File: src/rtl/regfile_wb_arbiter.sv
`default_nettype none
// ============================================================================
// Module   : regfile_wb_arbiter
// Purpose  : Register-file writeback arbiter between an execution unit (EXU)
//            and a load/store unit (LSU). It accepts at most one writeback
//            per cycle and registers it onto the register-file write port.
//            A load scoreboard blocks issue of instructions that read or
//            overwrite a register still waiting for its load data.
// Ports    : clk, rst (asynchronous, active-high)
//            wbarb_i_exu_*   EXU writeback request / wbarb_o_exu_ready grant
//            wbarb_i_lsu_*   LSU load-return request / wbarb_o_lsu_ready grant
//            wbarb_i_issue_* decoder instruction being presented
//            wbarb_o_issue_stall hazard indication to the decoder
//            wbarb_o_rd_*    registered register-file write port
// Config   : define WBARB_STARVE_GUARD_EN to enable the EXU starvation guard.
//            When it is not defined, the LSU always has priority.
// Revision : 1.0 - initial release
// ============================================================================
module regfile_wb_arbiter #(
  parameter int unsigned STARVE_MAX = 4
) (
  input  logic        clk,
  input  logic        rst,
  input  logic        wbarb_i_exu_valid,
  input  logic [4:0]  wbarb_i_exu_rd_addr,
  input  logic [31:0] wbarb_i_exu_rd_data,
  output logic        wbarb_o_exu_ready,
  input  logic        wbarb_i_lsu_valid,
  input  logic [4:0]  wbarb_i_lsu_rd_addr,
  input  logic [31:0] wbarb_i_lsu_rd_data,
  output logic        wbarb_o_lsu_ready,
  input  logic        wbarb_i_issue_valid,
  input  logic        wbarb_i_issue_is_load,
  input  logic [4:0]  wbarb_i_issue_rd_addr,
  input  logic [4:0]  wbarb_i_issue_rs1_addr,
  input  logic [4:0]  wbarb_i_issue_rs2_addr,
  output logic        wbarb_o_issue_stall,
  output logic        wbarb_o_rd_wen,
  output logic [4:0]  wbarb_o_rd_addr,
  output logic [31:0] wbarb_o_rd_data
);

  localparam logic [3:0] STARVE_LIMIT = 4'(STARVE_MAX);

  logic        force_exu;
  logic        lsu_accept;
  logic        exu_accept;
  logic        out_from_lsu;
  logic [31:0] pending;
  logic [31:0] pending_set;
  logic [31:0] pending_clr;
  logic [31:0] pending_nxt;
  logic        load_issue;

`ifdef WBARB_STARVE_GUARD_EN
  // Counts consecutive cycles in which the EXU asked but was refused.
  // Once it reaches the limit, the EXU is granted, which clears the count,
  // so the counter never runs past the limit.
  logic [3:0] starve_cnt;

  always_ff @(posedge clk or posedge rst) begin
    if (rst) begin
      starve_cnt <= 4'd0;
    end else if (wbarb_i_exu_valid && wbarb_o_exu_ready) begin
      starve_cnt <= 4'd0;
    end else if (wbarb_i_exu_valid) begin
      starve_cnt <= starve_cnt + 4'd1;
    end
  end

  assign force_exu = (starve_cnt == STARVE_LIMIT);
`else
  // Strict LSU priority: the limit has no effect in this build.
  logic unused_starve_limit;
  assign unused_starve_limit = ^STARVE_LIMIT;
  assign force_exu           = 1'b0;
`endif

  // Ready is an availability signal, not a grant: it stays high whenever the
  // competing source is idle.
  assign wbarb_o_lsu_ready = !(wbarb_i_exu_valid && force_exu);
  assign wbarb_o_exu_ready = !wbarb_i_lsu_valid || force_exu;

  assign lsu_accept = wbarb_i_lsu_valid && wbarb_o_lsu_ready;
  assign exu_accept = wbarb_i_exu_valid && wbarb_o_exu_ready && !lsu_accept;

  // Registered writeback port. Writes to x0 are accepted but never enabled.
  always_ff @(posedge clk or posedge rst) begin
    if (rst) begin
      wbarb_o_rd_wen  <= 1'b0;
      wbarb_o_rd_addr <= 5'd0;
      wbarb_o_rd_data <= 32'd0;
      out_from_lsu    <= 1'b0;
    end else if (lsu_accept) begin
      wbarb_o_rd_wen  <= (wbarb_i_lsu_rd_addr != 5'd0);
      wbarb_o_rd_addr <= wbarb_i_lsu_rd_addr;
      wbarb_o_rd_data <= wbarb_i_lsu_rd_data;
      out_from_lsu    <= 1'b1;
    end else if (exu_accept) begin
      wbarb_o_rd_wen  <= (wbarb_i_exu_rd_addr != 5'd0);
      wbarb_o_rd_addr <= wbarb_i_exu_rd_addr;
      wbarb_o_rd_data <= wbarb_i_exu_rd_data;
      out_from_lsu    <= 1'b0;
    end else begin
      wbarb_o_rd_wen  <= 1'b0;
      out_from_lsu    <= 1'b0;
    end
  end

  // Scoreboard bit 0 is never set, so indexing with a zero source address
  // can never report a hazard.
  assign wbarb_o_issue_stall = wbarb_i_issue_valid &&
                               (pending[wbarb_i_issue_rs1_addr] ||
                                pending[wbarb_i_issue_rs2_addr] ||
                                pending[wbarb_i_issue_rd_addr]);

  assign load_issue = wbarb_i_issue_valid && wbarb_i_issue_is_load &&
                      !wbarb_o_issue_stall && (wbarb_i_issue_rd_addr != 5'd0);

  // The clear follows the register-file write of the load data; a new load to
  // the same register on that same edge must win, so set is applied last.
  always_comb begin
    pending_set = 32'd0;
    pending_clr = 32'd0;
    if (load_issue) begin
      pending_set[wbarb_i_issue_rd_addr] = 1'b1;
    end
    if (wbarb_o_rd_wen && out_from_lsu) begin
      pending_clr[wbarb_o_rd_addr] = 1'b1;
    end
    pending_nxt    = (pending & ~pending_clr) | pending_set;
    pending_nxt[0] = 1'b0;
  end

  always_ff @(posedge clk or posedge rst) begin
    if (rst) begin
      pending <= 32'd0;
    end else begin
      pending <= pending_nxt;
    end
  end

endmodule
`default_nettype wire
File: config.mk
export PLATFORM = sky130hd
export DESIGN_NAME = regfile_wb_arbiter
export DESIGN_NICKNAME = d
export VERILOG_FILES = /design/src/rtl/regfile_wb_arbiter.sv
export SDC_FILE = /design/constraint.sdc
export NUM_CORES = 1
export LEC_CHECK = 0
export ABC_AREA = 1
export CAP_MARGIN = 20
export CORE_MARGIN = 8
export CORE_UTILIZATION = 30
export CTS_BUF_LIST = sky130_fd_sc_hd__clkbuf_2
export DETAILED_ROUTE_END_ITERATION = 10
export HOLD_SLACK_MARGIN = 0.08
export PLACE_DENSITY_LB_ADDON = 0.15
export SYNTH_ARGS = -nofsm -noshare
export SYNTH_HDL_FRONTEND = slang
export SYNTH_SLANG_ARGS = --single-unit
File: constraint.sdc
create_clock -name clk -period 1.91 [get_ports clk]
set_input_delay 0.191 -clock clk [delete_from_list [all_inputs] [get_ports clk]]
set_output_delay 0.191 -clock clk [all_outputs]
set_load 0.005 [all_outputs]
==> Word level (Yosys, flattened, before mapping) <==
Index checks and enable logic that the tools add are counted.
{ "classes": {"bitwise_logic": 3, "n_reduce_logical": 17, "magnitude_cmp": 6, "n_mux": 19} }
{ "ops": {"columns": ["operator", "n"], "rows": [
  ["$mux 32", 4],
  ["$and 32x32->32", 1],
  ["$not 32->32", 1],
  ["$or 32x32->32", 1],
  ["$lt 5x6->1 const B", 4],
  ["$bmux 1 s5", 3],
  ["$reduce_bool 5->1", 3],
  ["$demux 1 s5", 2],
  ["$ge 5x1->1 const B", 2],
  ["$mux 5", 2],
  ["$logic_and 1x1->1", 9],
  ["$mux 1", 8],
  ["$logic_not 1->1", 2],
  ["$logic_or 1x1->1", 2],
  ["$reduce_bool 2->1", 1]
]} }
{ "word_totals": {"in_bits": 95, "reg_bits": 70} }

==> Logic depth before layout (Yosys ltp) <==
{ "depth": {"ltp_word": 10, "mapped_depth": 14, "mapped_depth_nobuf": 12} }

==> Worst setup path before layout <==
No wires, ideal clock.
{ "synth_timing": {"kind": "input -> register", "from": "input port wbarb_i_issue_rs2_addr[0]", "to": "register pending[1]", "path_buffers": 3, "t_required_ps": 1845, "arrival_time_ps": 1357, "cell_stages": 12, "path_slack_ps": 488, "setup_ps": 65, "cell_sequence": "buf_4 > buf_2 > o211ai_1 > nand3_1 > nand3_1 > nand2_1 > nand2_1 > nand2_1 > nor2_2 > buf_4 > nand4_1 > nand2_1"} }
{ "synth_via": {"elab_chain_len": 10} }
{ "synth_rtl": {"columns": ["item", "line", "text"], "rows": [
  ["from (decl)", "36", "input logic [4:0] wbarb_i_issue_rs2_addr,"],
  ["$bmux 1 s5", "114", "pending[wbarb_i_issue_rs2_addr] ||"],
  ["$mux 1 (implied by the code)", "114", null],
  ["$logic_or 1x1->1", "113", "(pending[wbarb_i_issue_rs1_addr] ||"],
  ["$logic_or 1x1->1", "114", null],
  ["$logic_and 1x1->1", "112", "assign wbarb_o_issue_stall = wbarb_i_issue_valid &&"],
  ["$logic_not 1->1", "118", "!wbarb_o_issue_stall && (wbarb_i_issue_rd_addr != 5'd0);"],
  ["$logic_and 1x1->1", "117", "assign load_issue = wbarb_i_issue_valid && wbarb_i_issue_is_load &&"],
  ["$logic_and 1x1->1", "118", null],
  ["$mux 32", "125", "if (load_issue) begin"],
  ["$or 32x32->32", "131", "pending_nxt = (pending & ~pending_clr) | pending_set;"],
  ["via pending_nxt[1]", "52", "logic [31:0] pending_nxt;"],
  ["to (signal assigned)", "139", "pending <= pending_nxt;"],
  ["to (decl)", "49", "logic [31:0] pending;"]
]} }
The timed path passes the listed nets, and every way through them passes these cells. The select of a mux whose other input is x is not followed.
A chain may end at the register's enable or synchronous reset.

==> Worst setup path in the final report <==
{ "layout_timing": {"from": "register pending[20]", "to": "output port wbarb_o_issue_stall"} }
{ "layout_via": {"elab_chain_len": 5} }
{ "layout_rtl": {"columns": ["item", "line", "text"], "rows": [
  ["$bmux 1 s5 (on tied branches)", "113, 114", null],
  ["$mux 1 (on tied branches)", "113, 114", null],
  ["$logic_or 1x1->1", "113", null],
  ["$logic_or 1x1->1 (*)", "114", null],
  ["$logic_and 1x1->1 (*)", "112", null],
  ["to (decl)", "37", "output logic wbarb_o_issue_stall,"]
]} }
Every way passes the cells marked *; elsewhere a longest branch is shown, timed or not. The select of a mux whose other input is x is not followed.

==> run metrics <==
Req. time, crit path around 1.7 ns; RSZ-0062 raised after global routing yes; met3 wire length between 1500 and 2000 um; clk_lat worst skew between 0.5 and 0.6 ns; vias per inst 4.953; gr usage total 17.50%; Max-cap violations 0; largest net degree at the start of global routing 61; CTS root buf clkbuf_2; fin crit share 108.9%; sequential-to-total area share from yosys stat between 40% and 50%; critical path endpoint wbarb_o_issue_stall; worst path cell trace inv_2 -> buf_4 -> buf_4 -> o22ai_1 -> o21ai_1 -> nand4_2 -> nor2_4 -> a21boi_2 -> buf_2; # setup viols final 1; slowest stage delay, CP 0.43 ns; row cnt 44; die area ~19000 um2; status finished, violations left; asr flop ratio synth 100.0%; clock buffer depth 2; global route overflow 0; CTS tree built; Final TNS setup -0.1698 ns; Final Hold Vio Count 0; Hold WS 0.2039 ns; #FFs+latches synth 70; CTS Buf Count 9; Final Skew 0.04064 ns; met2 wire length a little over 7000 um; ratio of cells with drive above 1 in the final layout 14.02%; Syn-to-layout area delta 46.08%; Worst Hold Depth 3; Arr. time, crit path 1.89 ns; initial drt markers 227; RR Endpoint pending[17]$_DFF_PP0_; slowest CP cell dfrtp_1; Worst Setup End Kind output port; final worst slack -0.1698 ns; buffers and inverters on the worst path 4; Syn. warnings 0; crit start category flop; Leakage ~0.0029 uW; critical-path maximum fanout 3; Nets 911; CTS clock-pin slew for the worst setup and hold paths 0.22 ns; R2R cell count 10; Mean Syn Cell Area 6.781 um2; die height 136.6 um; post-layout min period 2.080 ns; initial antenna violation count 0; die width between 100 and 150 um; drt total wl around 16000 um; DR top layer met4; Crit path max-delay family flip-flops; port bufs 134; number of global-route vias before repair 5085; Setup WS pre-CTS -0.5683 ns; first-pass GRT wire length between 20000 and 30000 um; Core ar. 14370 um2; GPL Wtd Cong 0.9118; Antenna diodes 0; Primary FF master, synth dfrtp_1; hpwl dp 12150 um; post-synthesis cell type count 29; Synth Instances 643; vias 4973; Util after Layout 44.33%; worst setup path startpoint pending[20]$_DFF_PP0_; Slew Viols, Final 0; initial core utilization 30.35%; drt first pass iters 7; worst flop-to-flop path startpoint pending[20]$_DFF_PP0_; worst min path class input pin to flop; Pwr Density 772.3 nW/um2; fmax 480.8 MHz; failing checks negative setup slack; R2R setup slack approximately 0.07 ns; wire per inst between 15 and 20 um; worst IR drop on VDD 399.5 uV; remaining antenna violation count 0; routed length on met1 6894 um; H-tree depth 3; post-synth net total approximately 740; Setup CP Type flop to output port; Worst path depth 9; Critical Path Most Common Cell buf_4; Post-Syn Area between 4000 and 5000 um2; Ports about 140; Clock Sinks 70; drt drc 0; number of flops mapped to enable cells by yosys 0
state kept, by name, summed over array words and instances (netlist names):
name and count:
wbarb_o_rd_wen 1, pending 31, out_from_lsu 1, wbarb_o_rd_data 32, wbarb_o_rd_addr 5
layout by cell type (no fill, tap or decap), drive strengths merged, types with 7 or more instances in the layout:
cell           netlist  layout
nand2              226     226
clkdlybuf4s50        0     133
nand3              102     102
dfrtp               70      70
inv                 66      65
buf                 19      60
nor2                48      48
o21ai               34      34
nand4               32      32
a21oi               10      10
clkbuf              13       9
o211ai               8       8
nor3                 7       7
metal layers:
| metal | up-vias | GRT usage, % |
|---|---|---|
| met5 | - | 0 |
| met1 | 2307 | 21.87 |
| met4 | 0 | 5.186 |
| met2 | 216 | 27.08 |
| met3 | 19 | 7.122 |
| li1 | 2431 | - |
worst min-delay path by stage:
stage | from | endpoint
after floorplan | wbarb_i_lsu_valid | out_from_lsu$_DFF_PP0_
after global placement | wbarb_o_rd_data[27]$_DFFE_PP0P_ | wbarb_o_rd_data[27]$_DFFE_PP0P_
after detailed placement | wbarb_o_rd_data[8]$_DFFE_PP0P_ | wbarb_o_rd_data[8]$_DFFE_PP0P_
after CTS | wbarb_i_exu_rd_data[16] | wbarb_o_rd_data[16]$_DFFE_PP0P_
after global routing | wbarb_i_exu_rd_data[16] | wbarb_o_rd_data[16]$_DFFE_PP0P_
final | wbarb_i_exu_rd_data[16] | wbarb_o_rd_data[16]$_DFFE_PP0P_
cells by family after synthesis:
logic type      count (synthesis)  share of synthesized area, %
flops                          70                         40.17
buf+inv                        99                         10.79
other cells                     1                       0.08600
simple gates                  416                         41.64
compound gates                 57                         7.317
cell usage after synthesis (3+ instances only):
cell,count,share of area (%)
a21oi_1,9,1.0
buf_2,3,0.34
buf_4,8,1.4
buf_6,7,1.8
clkbuf_1,10,0.86
clkbuf_4,3,0.52
dfrtp_1,70,40
inv_1,61,5.3
inv_2,5,0.43
nand2_1,222,19
nand2_2,4,0.57
nand3_1,102,12
nand4_1,31,4.4
nor2_1,43,3.7
nor2_2,4,0.57
nor3_1,7,0.80
o211ai_1,8,1.4
o21ai_0,33,3.8
o22ai_1,3,0.43
cell type report:
| class | instances | area, um2 |
|---|---|---|
| flip-flops and latches | 70 | 1752 |
| inverters | 67 | 256.5 |
| clock buffers | 9 | 45.04 |
| clock inverters | 6 | 77.57 |
| well taps | 184 | 230.2 |
| fillers | 1500 | 7999 |
| repair buffers | 194 | 1839 |
| multi-input cells | 474 | 2170 |
metrics by stage:
stage,cells,area (um2),power [uW]
finish,1004,6370,4919
global route,1004,6370,5302
CTS,1004,6346,4937
detailed placement,985,6191,3909
global placement,985,6191,3889
floorplan,643,4364,2921
worst min-delay path, stage by stage:
cell and delay, ns:
clkdlybuf4s50_1 0.40, nand2_1 0.06, nand3_1 0.06
timing repair:
item | in CTS | in global routing
hold buffers | 1 | 0
buffers inserted | 3 | 0
endpoints found under the setup margin | 1 | 32
resized for setup | 16 | 13
endpoints found under the hold margin | 10 | 0
pin swaps | 2 | 3
where the power goes:
| group | switching (uW) | internal [uW] |
|---|---|---|
| clock network | 529 | 414 |
| logic | 1040 | 921 |
| registers | 220 | 1790 |
(Power assumes the default switching activity.)
